### config.mk
export PLATFORM = sky130hd
export DESIGN_NAME = ov5642_capture
export DESIGN_NICKNAME = d
export VERILOG_FILES = /design/src/rtl/ov5642_capture.sv
export SDC_FILE = /design/constraint.sdc
export NUM_CORES = 1
export LEC_CHECK = 0
export ABC_AREA = 1
export ABC_CLOCK_PERIOD_IN_PS = 1300
export BUFFER_PORTS_ARGS = -buffer_cell sky130_fd_sc_hd__buf_4
export CAP_MARGIN = 20
export CORE_AREA = 2 2 57 113
export CTS_CLUSTER_SIZE = 14
export DETAILED_ROUTE_END_ITERATION = 6
export DIE_AREA = 0 0 59 115
export MAX_ROUTING_LAYER = met4
export SLEW_MARGIN = 10
export SYNTH_ARGS = -nofsm -noshare
export SYNTH_HDL_FRONTEND = slang
export SYNTH_SLANG_ARGS = --single-unit
export TNS_END_PERCENT = 1
### constraint.sdc
create_clock -name pclk -period 1.3 [get_ports pclk]
set_input_delay 0.26 -clock pclk [delete_from_list [all_inputs] [get_ports pclk]]
set_output_delay 0.26 -clock pclk [all_outputs]
set_load 0.01 [all_outputs]
### src/rtl/ov5642_capture.sv
// OV5642 DVP capture: keeps the luma byte of each YUV422 pair and streams it to a frame buffer write port.
// Optional OV5642_FRAME_DONE_EN adds a one-cycle frame_done pulse on vsync rise after a frame with writes.
module ov5642_capture #(
  parameter int H_PIXELS     = 320,
  parameter int FRAME_PIXELS = 76800,
  parameter int Y_PHASE      = 1
) (
  input  logic        pclk,
  input  logic        reset_n,
  input  logic [7:0]  cam_data,
  input  logic        href,
  input  logic        vsync,
  output logic [16:0] address,
  output logic [7:0]  pix_data,
  output logic        write_enable
`ifdef OV5642_FRAME_DONE_EN
  ,
  output logic        frame_done
`endif
);

  localparam logic        Y_SEL     = (Y_PHASE != 0);
  localparam logic [17:0] FRAME_MAX = 18'(FRAME_PIXELS);

  if (FRAME_PIXELS > 131072 || FRAME_PIXELS < 1 || H_PIXELS < 1) begin : g_param_check
    $error("ov5642_capture: FRAME_PIXELS must be in 1..2^17");
  end

  // One extra counter bit so the counter can sit at FRAME_PIXELS == 2^17.
  logic [17:0] cnt_q, cnt_d;
  logic        phase_q, phase_d;
  logic [16:0] address_q, address_d;
  logic [7:0]  pix_data_q, pix_data_d;
  logic        write_enable_q, write_enable_d;

  always_comb begin
    cnt_d          = cnt_q;
    phase_d        = phase_q;
    address_d      = address_q;
    pix_data_d     = pix_data_q;
    write_enable_d = 1'b0;
    if (vsync) begin
      cnt_d   = '0;
      phase_d = 1'b0;
    end else if (href) begin
      phase_d = ~phase_q;
      if (phase_q == Y_SEL && cnt_q < FRAME_MAX) begin
        pix_data_d     = cam_data;
        address_d      = cnt_q[16:0];
        write_enable_d = 1'b1;
        cnt_d          = cnt_q + 18'd1;
      end
    end else begin
      phase_d = 1'b0;
    end
  end

  always_ff @(posedge pclk) begin
    if (!reset_n) begin
      cnt_q          <= '0;
      phase_q        <= 1'b0;
      address_q      <= '0;
      pix_data_q     <= '0;
      write_enable_q <= 1'b0;
    end else begin
      cnt_q          <= cnt_d;
      phase_q        <= phase_d;
      address_q      <= address_d;
      pix_data_q     <= pix_data_d;
      write_enable_q <= write_enable_d;
    end
  end

  assign address      = address_q;
  assign pix_data     = pix_data_q;
  assign write_enable = write_enable_q;

`ifdef OV5642_FRAME_DONE_EN
  logic vsync_prev_q, vsync_prev_d;
  logic written_q, written_d;
  logic frame_done_q, frame_done_d;

  always_comb begin
    vsync_prev_d = vsync;
    written_d    = written_q | write_enable_d;
    frame_done_d = 1'b0;
    if (vsync && !vsync_prev_q) begin
      frame_done_d = written_q;
      written_d    = 1'b0;
    end
  end

  always_ff @(posedge pclk) begin
    if (!reset_n) begin
      vsync_prev_q <= 1'b0;
      written_q    <= 1'b0;
      frame_done_q <= 1'b0;
    end else begin
      vsync_prev_q <= vsync_prev_d;
      written_q    <= written_d;
      frame_done_q <= frame_done_d;
    end
  end

  assign frame_done = frame_done_q;
`endif

endmodule

==> results of run 1 <==
==> layout make-up <==
class / instances / area, um^2 / share of cell area, %
Multi-Input combinational cell: 239 / 1167 / 35.33
Tap cell: 63 / 78.83 / 2.385
Timing Repair Buffer: 88 / 769.5 / 23.29
Sequential cell: 45 / 914.6 / 27.68
Inverter: 55 / 206.4 / 6.248
Clock inverter: 2 / 38.79 / 1.174
Clock buffer: 6 / 128.9 / 3.900
==> kinds of logic (layout without fill, tap and decap cells) <==
logic type / Yosys count / after routing / share of synthesized area, %
compound gates: 12 / 12 / 4.862
buf+inv: 66 / 151 / 13.31
fa+ha+maj: 1 / 1 / 0.5524
simple gates: 225 / 226 / 41.49
flops: 45 / 45 / 39.78
==> stage by stage <==
stage	util [%]	cell area, um^2
floorplan	-	2265
global placement	48.11	2841
detailed placement	48.11	2841
CTS	54.43	3214
global route	55.95	3304
finish	55.95	3304
==> registers in the layout, summed over array words and instances, names as in the netlist <==
signal	cells
address	17
write_enable	1
phase_q	1
cnt_q	18
pix_data	8
==> power groups by stage <==
stage | combinational, mW | clock (mW) | sequential [mW]
after global placement | 0.178 | 0 | 1.44
after global routing | 0.234 | 1.51 | 1.41
final | 0.214 | 1.44 | 1.41
after floorplan | 0.0923 | 0 | 1.45
after CTS | 0.204 | 1.46 | 1.41
after detailed placement | 0.183 | 0 | 1.44
==> critical path: cells and delay by family (launching register included) <==
family | cells | cell delay, ps
buffers and inverters | 2 | 230
and+or+nand+nor | 5 | 640
DFF | 1 | 320
AOI/OAI and AO/OA | 1 | 190
==> placed cells by master, fill, tap and decap left out, drive strengths merged, types with 2 or more instances in the layout <==
cell type and instances:
nor2 104, nand3 9, inv 55, o21bai 5, nand2 99, o21ai 2
clkbuf 7, dfxtp 45, nor3 4, nand4 10, a21oi 5, buf 87
==> metal layers <==
layer / vias to the layer above / GRT usage (%) / routed length (um)
met5: - / - / 0
met1: 1116 / 20.91 / 2397
met3: 22 / 2.587 / 257
met4: 0 / 10.30 / 233
li1: 1212 / - / -
met2: 69 / 33.85 / 3347
==> final timing paths <==
path	end	from	depth (start not counted)
worst min-delay path	pix_data[3]	cam_data[3]	3
worst max-delay path	cnt_q[15]	cnt_q[14]	8
worst min register to register	address[9]	address[9]	4
worst max register to register	cnt_q[15]	cnt_q[14]	8
==> repair_timing <==
item / in CTS / in global routing
pin swaps: 9 / 9
gates cloned: 3 / 1
gates resized for setup: 25 / 28
hold endpoints to repair: 0 / 0
buffers inserted: 11 / 1
endpoints found under the setup margin: 45 / 43
==> metrics.txt, run 1 <==
asr flop ratio synth=0%; TritonCTS buffer count=5; CP max-delay cell=dfxtp_2; setup total negative slack=-3444 ps; Initial Util=38.35%; Min-Delay Path Class=in -> reg; maximum root-to-sink buffer count=2; register area share after synthesis=39.78%; Die Y=115 um; layout cell share with drive strength beyond 1=34.71%; Yosys reg bits=45; clk root buf=clkbuf_16; Power, Total=3.059 mW; CTS tree=done; vias post-DR=2419; R2R Setup Slk=-160 ps; # Max-Cap Violations=0; CP required=1500 ps; die width=59 um; failing checks=negative setup slack; relative slew slack=60.66%; max-slew violations=0; IO buf count=37; Fmax achieved=0.6857 GHz; gr ovfl total=0; Internal=2.409 mW; Finished Layout Cells=498; dpl hpwl=4141 um; filler cell count=571; Worst-Margin Slew=589.4 ps; Hold-fix buffers, CTS=0; vias per inst=4.857; GRT Total Usage=19.57%; Post-Syn Area=0.002265 mm^2; Site Rows=40; max incr delay on CP=320 ps; # nets final=447; H-Tree Depth=2; area grow syn2layout=45.91%; final setup vio count=40; Avg Inst Size Synth=6.489 um^2; die area=0.006785 mm^2; RSZ-0062 raised after global routing=yes; CP arrival=1660 ps; fin crit share=112.2%; Placer Congestion=0.9114; placed insts=475; status=finished with violations; Iter 0 DRT Violations=104; clk_lat worst skew=290 ps; Core Region=0.005906 mm^2; drt wl/cell=12.52 um; NetSw=0.6500 mW; critical path type=reg -> reg; Main synth FF type=dfxtp_1; top-count cell post-synth=nor2_1; Synthesized Nets=362; Synth area leaders=dfxtp_1 40%, nor2_1 17%, nand2_1 16%, inv_1 9.0%, nand4_1 2.5%; Leak Pwr=1.673 nW; drt total wl=6236 um; sequential power share=46.1%; diodes inserted=0; most used cell, CP=nor2_1; clock slew at reported path FFs=60 ps; number of synthesized flops with an enable pin=0; type of origin of the critical path=register; first-pass GRT wire length=9929 um; clock skew=4.090 ps; hold_ws=193.1 ps; Yosys cell types=25; dpl ws=-398.5 ps; post-synth top area share=39.78%; IO Pins=38; DRC viols=0; top fanout value on the critical path=5; vias in the first global route=2314; largest net degree at the start of global routing=26; Yosys warning count=0; Worst IR Drop VDD=801.5 uV; CP endpoint kind=register; Combinational Power Share=7.0%; Cell Pwr Density=925.8 mW/mm^2; Sw Share=21.25%; Fin. Hold Viols=0; DRT Pass-1 Iters=4; cell taking the most area after synthesis=dfxtp_1; part of the power in the clock network=47.0%; Worst Slack Setup Final=-158.4 ps; crit path cell chain=inv_2, nand2_4, a21oi_4, buf_4, nand3_2, nor2_1, nor2_1, nor2_2; initial antenna violation count=0; Routed Antenna Nets=0; Min Clock Period, post-route=1458 ps; cells after synthesis=349; top cells by count, synth=100 x nor2_1, 96 x nand2_1, 54 x inv_1; TritonCTS Sinks=45
Power figures use the tool's default switching activity.
==> run 2, diff against run 1 <==
- CORE_AREA: 2 2 57 113 -> 2 2 71 140
- DIE_AREA: 0 0 59 115 -> 0 0 73 142
- RECOVER_POWER: default -> 25
==> run 2 against run 1 <==
  * Combinational power decreased by 5%
  * First-iteration DRC count increased by 12%
  * Total power decreased by 5.6%
  * Non-clock buffer count decreased by 5
  * Count of clock-buffer cells in the layout unchanged
  * Clock skew about the same
  * Setup slack improved by 30 ps
  * The run still ends with negative setup slack left
  * Sequential share of layout area about the same
  * Largest power group is now registers
==> metrics.txt, run 2 (synthesis results as in run 1) <==
Fin. Hold Viols=0; die width=73 um; clk root buf=clkbuf_16; placed cell areas=0.002868 mm^2; top fanout value on the critical path=8; # nets final=442; drt total wl=6293 um; CTS tree=done; RSZ-0062 raised after global routing=yes; GRT Total Usage=12.00%; max-slew violations=0; Worst-Margin Slew=412.1 ps; final setup vio count=39; layout cell share with drive strength beyond 1=32.63%; dpl ws=-148.9 ps; largest reg by FF count=cnt_q; final instance area=0.003292 mm^2; GR met1 Demand/Resource=11.75%; clock slew at reported path FFs=60 ps; die area=0.01037 mm^2; Core Region=0.009321 mm^2; TritonCTS buffer count=5; met2 global-route usage=21.05%; Worst Slack Setup Final=-128.4 ps; TritonCTS Sinks=45; status=finished with violations; clock skew=4.534 ps; met3 usage=1.983%; CP endpoint kind=register; critical path type=reg -> reg; dpl hpwl=4302 um; Min Clock Period, post-route=1428 ps; failing checks=negative setup slack; IO buf count=37; Power, Total=2.889 mW; Leak Pwr=1.641 nW; first-pass GRT wire length=9287 um; vias in the first global route=2119; FF/Latch Area=909.6 um^2; crit path cell chain=inv_2, nand2_4, a21oi_4, nand4_4, buf_12, clkbuf_16, nor2_1, nor2_2; diodes inserted=0; initial antenna violation count=0; Largest register FFs=18; CP arrival=1610 ps; Site Rows=50; Worst IR Drop VDD=540.6 uV; # Max-Cap Violations=0; clk_lat worst skew=290 ps; DRC viols=0; maximum root-to-sink buffer count=2; Fmax achieved=0.7001 GHz; Top delay family on crit path=buffers and inverters; Min-Delay Path Class=in -> reg; drt wl/cell=11.81 um; vias post-DR=2301; CP required=1480 ps; Die Y=142 um; CP max-delay cell=dfxtp_2; Initial Util=24.30%; filler cell count=989; area grow syn2layout=45.36%; most common cell after layout, fill and taps aside=nand2_1; Cell Pwr Density=877.6 mW/mm^2; IO Pins=38; Placer Congestion=0.8633; relative slew slack=72.49%; fin crit share=109.9%; Iter 0 DRT Violations=116; largest net degree at the start of global routing=32; Buf+Inv Stages, Crit Path=3; gr ovfl total=0; commonest non-fill, non-tap cells in the layout=89 x nand2_1, 83 x nor2_1, 65 x buf_4, 50 x inv_1, 38 x dfxtp_1; Routed Antenna Nets=0; vias per inst=4.317; type of origin of the critical path=register; multi-input logic area=0.001182 mm^2; H-Tree Depth=2; max incr delay on CP=330 ps; DRT Pass-1 Iters=4; gr busiest metal=met2
==> run 2: cell count changes in the layout (fill, tap and decap cells not counted), moves of 2 or more <==
cell       previous run  this run
nand2_1              86        89
clkbuf_1              1         6
nand2_2              10         6
buf_16                2         0
dfxtp_1              36        38
clkbuf_16             6         8
nor2_2               16        18
nor2_1               86        83
buf_6                 7         5
buf_4                76        65
==> run 2: metrics by stage <==
stage | utilization [%] | cells | TNS, ps | hold WS [ps]
CTS | 32.95 | 525 | -943.3 | 185.9
finish | 35.32 | 533 | -2382 | 191.4
detailed placement | 30.77 | 516 | -1601 | 487.6
floorplan | - | 349 | 0 | 394.9
global route | 35.32 | 533 | -5915 | 205.9
global placement | 30.77 | 516 | -758.5 | 481.8
==> run 2: cell type report <==
type	instances	share of cell area, %
clock buffer	6	4.219
clock inverter	1	0.2280
inverter	55	6.271
multi-input combinational	239	35.92
sequential	45	27.63
tap	104	3.953
timing repair buffer	83	21.78
==> run 2: repair_timing <==
action,CTS,global route
gates resized for setup,19,33
cloned,1,4
pin swaps,5,10
hold buffers,0,0
setup endpoints to repair,41,43
setup buffers,1,4
==> run 2: routing by layer <==
layer | routed length [um] | up-vias
li1 | - | 1197
met1 | 2301 | 1038
met2 | 3478 | 43
met3 | 177 | 23
met4 | 336 | 0
met5 | 0 | -
==> run 2: path summary, 6_finish.rpt <==
check         startpoint     endpoint  slack [ps]  cells past startpoint
min reg2reg  pix_data[3]  pix_data[3]         510                      4
max            cnt_q[14]  pix_data[4]        -130                      8
min          cam_data[3]  pix_data[3]         190                      3
max reg2reg    cnt_q[14]  pix_data[4]        -130                      8
==> run 2: worst reg2reg max path, stage by stage (launching register included) <==
cell and delay (ps):
dfxtp_2 330, inv_2 80, nand2_4 70, a21oi_4 200, nand4_4 130, buf_12 180, clkbuf_16 160, nor2_1 140
nor2_2 40
==> run 2: report_power, final <==
group | internal, mW | leakage (nW) | switching, mW
logic | 0.0933 | 1.21 | 0.109
clock network | 0.754 | 0.0690 | 0.522
registers | 1.40 | 0.367 | 0.0128
total | 2.24 | 1.64 | 0.644
==> run 3, diff against run 2 <==
- RECOVER_POWER: 25 -> default
==> run 3 against run 2 <==
  * The flow still finishes with violations (negative setup slack)
  * Die area unchanged
  * Final area increased by 0.68%
  * Critical path depth unchanged
  * Wire length about the same
  * Sequential share of layout area decreased by 0.19 points
  * Global-route usage unchanged
  * Sequential power about the same
  * Count of clock-buffer cells in the layout unchanged
  * Fmax about the same
  * First-iteration DRC count unchanged
  * Utilization increased by 0.24 points
  * Total power increased by 0.12%
==> metrics.txt, run 3 (synthesis results as in run 1) <==
status=finished with violations; largest net degree at the start of global routing=32; GRT Total Usage=12.00%; Site Rows=50; Worst-Margin Slew=412.1 ps; CP max-delay cell=dfxtp_2; # nets final=442; Die Y=142 um; layout cell share with drive strength beyond 1=34.03%; largest reg by FF count=cnt_q; Layout Utilization=35.56%; Min Clock Period, post-route=1428 ps; TritonCTS buffer count=5; Core Region=0.009321 mm^2; type of origin of the critical path=register; NetSw=0.6440 mW; initial antenna violation count=0; Routed Antenna Nets=0; Placer Congestion=0.8633; CTS tree=done; top fanout value on the critical path=8; Power, Total=2.892 mW; CP arrival=1610 ps; max incr delay on CP=330 ps; Cell Pwr Density=872.7 mW/mm^2; dpl hpwl=4302 um; DRC viols=0; RSZ-0062 raised after global routing=yes; H-Tree Depth=2; crit path cell chain=inv_2, nand2_4, a21oi_4, nand4_4, buf_12, clkbuf_16, nor2_1, nor2_2; Iter 0 DRT Violations=116; Internal=2.248 mW; sequential power share=48.8%; maximum root-to-sink buffer count=2; clk root buf=clkbuf_16; Worst Slack Setup Final=-128.4 ps; TritonCTS Sinks=45; Hold Path End=pix_data[3]; die width=73 um; DRT Pass-1 Iters=4; Hold-fix buffers, CTS=0; Reg2Reg Depth=8; Sw Share=22.27%; die area=0.01037 mm^2; fin crit share=109.9%; failing checks=negative setup slack; first-pass GRT wire length=9287 um; Top delay family on crit path=buffers and inverters; clock skew=4.534 ps; IO Pins=38; worst hold start=cam_data[3]; Buf+Inv Stages, Crit Path=3; gr ovfl total=0; Fin. Hold Viols=0; most common cell after layout, fill and taps aside=nand2_1; Combinational Power Share=7.1%; CP endpoint kind=register; IO buf count=37; Stages on worst setup path=8; final setup vio count=39; Leak Pwr=1.666 nW; clock slew at reported path FFs=60 ps; diodes inserted=0; R2R Path End=pix_data[4]; Largest register FFs=18; Initial Util=24.30%; worst hold path depth=3; # Max-Cap Violations=0; Min-Delay Path Class=in -> reg; drt total wl=6292 um; clk_lat worst skew=290 ps; max-slew violations=0; relative slew slack=72.49%; vias per inst=4.317; Worst IR Drop VDD=540.8 uV; filler cell count=981; vias post-DR=2301; part of the power in the clock network=44.1%; CP required=1480 ps; commonest non-fill, non-tap cells in the layout=89 x nand2_1, 83 x nor2_1, 71 x buf_4, 50 x inv_1, 38 x dfxtp_1; Fmax achieved=0.7001 GHz; critical path type=reg -> reg; vias in the first global route=2119; Reg-to-Reg Start=cnt_q[14]; area grow syn2layout=46.35%; drt wl/cell=11.80 um; R2R Setup Slk=-130 ps
## run 3: cell types whose count changed in the layout (fill, tap and decap cells not counted)
cell and delta:
buf_4 +6, clkbuf_1 -6
## run 3: what timing repair did
| action | CTS | global route |
|---|---|---|
| gates cloned | 1 | 4 |
| gates resized for setup | 19 | 33 |
| pin swaps | 5 | 10 |
| setup buffers | 1 | 4 |
| endpoints found under the setup margin | 41 | 43 |
## run 3: layout make-up
type                    instances  area (um^2)  share of cell area [%]
repair buffers                 83        739.5                   22.31
multi-input cells             239         1182                   35.67
clock buffers                   6        138.9                   4.190
clock inverters                 1        7.507                  0.2265
well taps                     104        130.1                   3.926
inverters                      55        206.4                   6.229
flip-flops and latches         45        909.6                   27.44
## run 3: how the worst max path moves through the flow
stage	from	slack, ps	endpoint
after floorplan	cnt_q[15]	30	cnt_q[9]
after detailed placement	cnt_q[5]	-150	cnt_q[15]
final	cnt_q[14]	-130	pix_data[4]
after CTS	cnt_q[17]	-60	address[4]
after global routing	cnt_q[14]	-190	pix_data[4]
after global placement	cnt_q[5]	-130	cnt_q[15]
## run 3: power groups by stage
stage	Clock [mW]	Combinational [mW]	Sequential [mW]
finish	1.28	0.206	1.41
global route	1.38	0.228	1.41
CTS	1.33	0.186	1.41
detailed placement	0	0.180	1.44
global placement	0	0.177	1.44
floorplan	0	0.0923	1.45
## run 3: worst min-delay path, delay by kind of cell
family / cells / cell delay (ps)
and+or+nand+nor: 2 / 110
buffers and inverters: 1 / 70
## run 3: metrics by stage
stage          std cells  hold slack, ps  area (um^2)  setup TNS, ps  setup WS [ps]
2_1_floorplan        349           394.9         2265              0          31.35
3_3_place_gp         516           481.8         2868         -758.5         -131.1
3_5_place_dp         516           487.6         2868          -1601         -148.9
4_1_cts              525           185.9         3072         -943.3         -59.47
5_1_grt              533           205.9         3314          -5914         -186.8
6_report             533           191.3         3314          -2381         -128.4
## run 3: per-layer routing
layer	wire length (um)	up-vias	GRT usage, %
li1	-	1197	-
met1	2301	1038	11.75
met2	3481	43	21.05
met3	172	23	1.983
met4	336	0	7.700
met5	0	-	-
